## config.mk

```make
export PLATFORM = sky130hd
export DESIGN_NAME = serial_subtractor_ctrl
export DESIGN_NICKNAME = d
export VERILOG_FILES = /design/src/rtl/serial_subtractor_ctrl.sv
export SDC_FILE = /design/constraint.sdc
export NUM_CORES = 1
export LEC_CHECK = 0
export ABC_AREA = 0
export CAP_MARGIN = 20
export CORE_MARGIN = 2
export CORE_UTILIZATION = 44
export DETAILED_ROUTE_END_ITERATION = 16
export PLACE_DENSITY_LB_ADDON = 0.08
export SLEW_MARGIN = 20
export SYNTH_ARGS = -nofsm -noshare
export SYNTH_HDL_FRONTEND = slang
export SYNTH_SLANG_ARGS = --single-unit
```

## constraint.sdc

```tcl
create_clock -name clk -period 1.35 [get_ports clk]
set_input_delay 0.135 -clock clk [delete_from_list [all_inputs] [get_ports clk]]
set_output_delay 0.135 -clock clk [all_outputs]
set_load 0.05 [all_outputs]
```

## src/rtl/serial_subtractor_ctrl.sv

```systemverilog
// Bit-serial a - b - bin using a single shared full-subtractor cell.
// Operands are shifted LSB-first; the borrow is carried in a flop between bits.
module serial_subtractor_ctrl #(
  parameter int WIDTH = 8
) (
  input  logic             clk,
  input  logic             rst,
  input  logic             start,
  input  logic [WIDTH-1:0] a_in,
  input  logic [WIDTH-1:0] b_in,
  input  logic             bin_in,
  output logic             busy,
  output logic             done,
  output logic [WIDTH-1:0] diff_out,
  output logic             bout,
  output logic             ovf
);

  localparam int CW = $clog2(WIDTH) + 1;

  typedef enum logic [1:0] {
    IDLE,
    SHIFT,
    DONE
  } state_t;

  state_t           state_q;
  logic [WIDTH-1:0] a_q;
  logic [WIDTH-1:0] b_q;
  logic [WIDTH-1:0] res_q;
  logic [WIDTH-1:0] res_d;
  logic [CW-1:0]    cnt_q;
  logic             brw_q;
  logic             a_msb_q;
  logic             b_msb_q;
  logic             busy_q;
  logic             done_q;
  logic [WIDTH-1:0] diff_q;
  logic             bout_q;
  logic             ovf_q;
  logic             cell_d;
  logic             cell_b;
  logic             last;

  assign cell_d = a_q[0] ^ b_q[0] ^ brw_q;
  assign cell_b = (~a_q[0] & b_q[0])
                | (~(a_q[0] ^ b_q[0]) & brw_q);
  assign last   = (cnt_q == CW'(WIDTH - 1));

  // A 1-bit result register has nothing to shift down.
  generate
    if (WIDTH == 1) begin : g_w1
      assign res_d = cell_d;
    end else begin : g_wn
      assign res_d = {cell_d, res_q[WIDTH-1:1]};
    end
  endgenerate

  always_ff @(posedge clk) begin
    if (rst) begin
      state_q <= IDLE;
      a_q     <= '0;
      b_q     <= '0;
      res_q   <= '0;
      cnt_q   <= '0;
      brw_q   <= 1'b0;
      a_msb_q <= 1'b0;
      b_msb_q <= 1'b0;
      busy_q  <= 1'b0;
      done_q  <= 1'b0;
      diff_q  <= '0;
      bout_q  <= 1'b0;
      ovf_q   <= 1'b0;
    end else begin
      unique case (state_q)
        IDLE: begin
          done_q <= 1'b0;
          if (start) begin
            a_q     <= a_in;
            b_q     <= b_in;
            brw_q   <= bin_in;
            a_msb_q <= a_in[WIDTH-1];
            b_msb_q <= b_in[WIDTH-1];
            cnt_q   <= '0;
            busy_q  <= 1'b1;
            state_q <= SHIFT;
          end
        end
        SHIFT: begin
          res_q <= res_d;
          a_q   <= a_q >> 1;
          b_q   <= b_q >> 1;
          brw_q <= cell_b;
          cnt_q <= cnt_q + CW'(1);
          if (last) begin
            state_q <= DONE;
            done_q  <= 1'b1;
            diff_q  <= res_d;
            bout_q  <= cell_b;
            ovf_q   <= (a_msb_q != b_msb_q)
                    && (res_d[WIDTH-1] != a_msb_q);
          end
        end
        DONE: begin
          done_q  <= 1'b0;
          busy_q  <= 1'b0;
          state_q <= IDLE;
        end
        default: begin
          done_q  <= 1'b0;
          busy_q  <= 1'b0;
          state_q <= IDLE;
        end
      endcase
    end
  end

  assign busy     = busy_q;
  assign done     = done_q;
  assign diff_out = diff_q;
  assign bout     = bout_q;
  assign ovf      = ovf_q;

endmodule

```

Word level (Yosys, flattened, before mapping)
Cells that the tools add are included.

Register bits after elaboration: 45.

Add/sub/neg operators: 1. Equal/unequal tests: 6. Multiplexer cells: 13. Bitwise gates (word level): 8. Reductions and logical operators: 9.

Operators by type and width (count): 8-bit one-hot mux with 2 select lines (2); 8-bit two-way mux (2); 2-bit AND reduction (5); 4-bit one-hot mux with 2 select lines (1); 4-bit by 1-bit adder with 4-bit output, second input constant (1); 4-bit by 3-bit equality test with 1-bit output, second input constant (1); 2-bit two-way mux (2); 4-bit two-way mux (1); 2-bit != test, second input constant (2); 1-bit one-hot mux with 2 select lines (2); 2-bit one-hot mux with 2 select lines (1); 1-bit inverter (3); 1-bit bitwise AND (2); 2-bit by 1-bit equality test with 1-bit output, second input constant (1); 2-bit logical NOT (1); 1-bit two-way mux (2); 1-bit != test (2); 2-bit nonzero test (1); 2-bit OR reduction (1); 1-bit bitwise XOR (2); 1-bit logical AND (1); 1-bit bitwise OR (1).

Longest topological paths before layout
Gate-level depths: netlist of the first run.

Word-level depth: 5. Mapped depth: 5. Depth with buffers taken out: 5.

Worst setup path before layout of the first run
No wires, ideal clock.

Kind: register to register. Start point: register b_q[0]. End point: register ovf_q, in the netlist ovf. Library setup time: 0.086 ns. Arrival time: 1.292 ns. Setup slack: -0.027 ns. Cell stages (with the launch flop): 6. Clock period less this slack: 1.377 ns. Path through: dfxtp_1 inv_1 fa_1 and3b_1 a21oi_1 a211oi_1.

Cells in the longest elaborated chain, start to end: 4.

RTL lines: start: declaration (RTL line 29) `logic [WIDTH-1:0] b_q;`; start signal: assignment (RTL line 80) `b_q <= b_in;`; start signal: assignment (RTL line 92) `b_q <= b_q >> 1;`; 1-bit bitwise XOR (2 in a row) (RTL line 45) `assign cell_d = a_q[0] ^ b_q[0] ^ brw_q;`; via cell_d (RTL line 41) `logic cell_d;`; 1-bit != test (RTL line 101) `&& (res_d[WIDTH-1] != a_msb_q);`; 1-bit logical AND (RTL line 101); end signal: assignment (RTL line 100) `ovf_q <= (a_msb_q != b_msb_q)`; end: declaration (RTL line 40) `logic ovf_q;`.

The timed path passes the listed nets, and every way through them passes these cells. A chain may end at the register's enable or synchronous reset.

Final worst setup path of the first run
Ends and elaborated chain as after synthesis.

==> results of run 1 <==
layout make-up:
class	count	area, sq um	share of cell area, %
repair buffers	67	729.5	25.90
clock inverters	2	15.01	0.5331
multi-input cells	171	1006	35.72
well taps	52	65.06	2.310
flip-flops and latches	44	888.4	31.54
clock buffers	6	82.58	2.932
inverters	8	30.03	1.066
state kept, by name, indices dropped and copies added (netlist names):
register and cells:
brw_q 1, b_msb_q 1, ovf 1, state_q 2, a_msb_q 1, b_q 8
done 1, a_q 8, bout 1, diff_out 8, res_q 7, busy 1
cnt_q 4
logic make-up (layout without fill, tap and decap cells):
logic type                 after synthesis  after routing  share of synthesized area (%)
and+or+nand+nor                         93             93                          23.78
AOI/OAI and AO/OA                       76             76                          23.40
DFF                                     44             44                          44.76
buffers and inverters                   28             83                          6.421
adders and majority gates                2              2                          1.653
cell usage in the layout, fill, tap and decap left out, types with 2 or more instances in the layout:
master	n
nand3_1	9
nand2b_1	7
inv_1	7
dfxtp_2	6
nor3_1	9
a21oi_2	2
a211oi_1	2
o22ai_1	5
clkinvlp_4	2
nand2_1	20
o21ai_1	2
nor2_1	26
o221a_2	6
a21oi_1	41
o21ai_0	9
dfxtp_1	38
clkdlybuf4s50_1	19
clkbuf_8	6
nor2b_1	6
or3b_2	6
buf_4	33
nor3b_1	2
buf_12	14
layer usage:
layer  track usage (%)  part of all wire (%)  up-vias
met1             27.56                    50      857
met2             30.53                    45       25
met5                 0                     0        -
met4             6.918                   1.3        0
met3             4.131                   3.7        6
li1                  -                     -      957
per-stage QoR:
stage / TNS [ns] / power [mW]
floorplan: 0 / 1.660
global placement: -1.554 / 1.846
detailed placement: -2.042 / 1.854
CTS: -0.1390 / 2.742
global route: -0.3776 / 2.867
finish: -0.1627 / 2.743
worst max path at each step:
stage	start	to	slack, ns
6_report	b_q[0]$_SDFFE_PP0P_	ovf$_SDFFE_PP0P_	-0.1
5_1_grt	b_q[0]$_SDFFE_PP0P_	ovf$_SDFFE_PP0P_	-0.15
4_1_cts	b_q[0]$_SDFFE_PP0P_	ovf$_SDFFE_PP0P_	-0.09
3_5_place_dp	start	a_q[6]$_SDFFE_PP0P_	-0.19
3_3_place_gp	start	a_q[4]$_SDFFE_PP0P_	-0.16
2_1_floorplan	brw_q$_SDFFE_PP0P_	ovf$_SDFFE_PP0P_	0.007
timing repair:
action                                  4_1_cts  5_1_grt
cloned                                        0        0
buffers inserted                              1        2
resized for setup                             2       19
hold endpoints to repair                      0        0
pin swaps                                     1        3
endpoints found under the setup margin        1       23
report_power, final:
group | switching (mW) | leakage, nW | internal [mW] | total, mW
Sequential | 0.0418 | 0.362 | 1.36 | 1.40
Clock | 0.466 | 0.0434 | 0.414 | 0.881
Combinational | 0.207 | 0.665 | 0.254 | 0.461
worst min-delay path, stage by stage:
cell	delay [ns]
clkdlybuf4s50_1	0.44
nand2_1	0.07
a21oi_1	0.05
==> key figures, run 1 <==
Synthesis
  – Async SR Flop Fraction: 0%
  – Area contributors post-synth: dfxtp_1, a21oi_1, nor2_1
  – #FFs+latches synth: 44
  – Yosys cell types: 32
  – Yosys top cell area share: 44.76%
  – Ys Warns: 0
  – Avg Cell Area, Syn: 8.099 sq um
  – Sequential element share of the synthesized area: 44.76%
  – Post-synth EDFFs: 0
  – Main synth FF type: dfxtp_1
  – Area leader, netlist: dfxtp_1
  – Post-synth top cells: dfxtp_1, a21oi_1, nor2_1
  – Synthesized cell area: slightly below 0.002 sq mm
  – Cells after Synth: 243
  – Mapped Nets: 265
  – Count leader, synth: dfxtp_1

Worst hold path
  – Hold path cells: 3
  – Worst Hold Launch: b_in[7]
  – WHS Endpoint: b_msb_q$_SDFFE_PP0P_
  – Worst min path class: input pin to flip-flop

Floorplan
  – Row count: 24
  – Core Box Area: about 0.0043 sq mm
  – Io pins: 32
  – Starting density of the core: 45.52%
  – DIE HEIGHT: 70.88 microns
  – Die Area: 0.005024 sq mm
  – Die Wd: 70.88 microns

Detailed routing
  – DRC errors left: 0
  – Routed WL: 4.599 mm
  – Via density: 5.271
  – DRT Pass-1 Iters: 4
  – Via count: about 1800
  – DR iter-0 viols: 101
  – Routed len/inst: 13.14 microns
  – Post-route antenna net violation count: 0

Critical path
  – CP arrival: 1.66 ns
  – Crit Path Max Fanout: 3
  – Critical path type: flip-flop to flip-flop
  – CP bufs+invs: 1
  – CP Data Required Time: about 1.6 ns
  – Delay of the slowest critical-path stage: 0.56 ns
  – R2R cell count: 5
  – Instance count on the critical path: 5
  – Delay-heaviest family, CP: adder cells
  – Crit-path cells: inv_2, fa_2, and3b_1, a21oi_1, a211oi_1
  – Worst setup EP type: flip-flop
  – FF-to-FF End: ovf$_SDFFE_PP0P_
  – CP max stage cell: fa_2
  – Reg-to-reg setup timing slack: -0.1 ns
  – Worst r2r src: b_q[0]$_SDFFE_PP0P_
  – Startpoint types: flip-flop

Clock tree
  – H-tree level count: 2
  – Clock buffer depth: 2
  – Insertion delay to the later sink of the worst-skew pair: 0.30 ns
  – Sink Count: 44
  – Clock Pin Slew Worst Setup and Hold Paths: roughly 0.09 ns
  – Hold buffer count at CTS: 0
  – Clock root buffer: clkbuf_8
  – TritonCTS buffer count: 5
  – CTS tree: done

STA
  – Final Hold Vio Count: 0
  – Skew final: 0.005352 ns
  – Slew HR: about 79%
  – Minimum clock period: 1.448 ns
  – RSZ-0062 raised after global routing: yes
  – Slew at the pin closest to its max-slew limit: 0.3138 ns
  – Hold WS: approximately 0.45 ns
  – Fmax: 690.7 MHz
  – Fin. max-slew vios: 0
  – Fin crit share: 107.3%
  – Final Setup Violations: 3
  – Setup WS post-layout: -0.09788 ns

GRT
  – GR Overflow Total: 0
  – Initial antenna violation count: 0
  – Gr usage total: between 10% and 20%
  – Largest net degree at the start of global routing: 25
  – Vias in the first global route: roughly 1700
  – Global-route wire length before repair: 8.024 mm

Cells and area
  – Final Cell Area: approximately 0.0028 sq mm
  – Final Core Density: 65.13%
  – Layout area overhead: 43.10%
  – Number of diodes: 0
  – Share of layout cells above drive strength 1: 28.86%
  – Fill count: 401
  – Non-Filler Instances: 350
  – # nets final: 319

Placed design
  – GPL Wtd Cong: 0.7560
  – Place WS: -0.1882 ns
  – IO Port Bufs: 31
  – Dpl hpwl: 3.200 mm
  – Cell Area, Placed: 0.002648 sq mm
  – Inst Count DP: 340

Status
  – Outcome: complete, but fails checks
  – Failing checks: negative setup slack

Power
  – Worst VDD drop: around 0.0007 V
  – PwrDens: 974.0 mW/mm^2
  – Static Leak: around 1.1 nW

Run
  – Max cap viols: 0
Power figures use the tool's default switching activity.
==> run 2, diff against run 1 <==
--- a/config.mk
+++ b/config.mk
@@ -11,7 +11,6 @@
 export CORE_UTILIZATION = 44
 export DETAILED_ROUTE_END_ITERATION = 16
 export PLACE_DENSITY_LB_ADDON = 0.08
-export SLEW_MARGIN = 20
 export SYNTH_ARGS = -nofsm -noshare
 export SYNTH_HDL_FRONTEND = slang
 export SYNTH_SLANG_ARGS = --single-unit
==> results of run 2 <==
The final DEF is identical to that of run 1; final timing and power are the same.
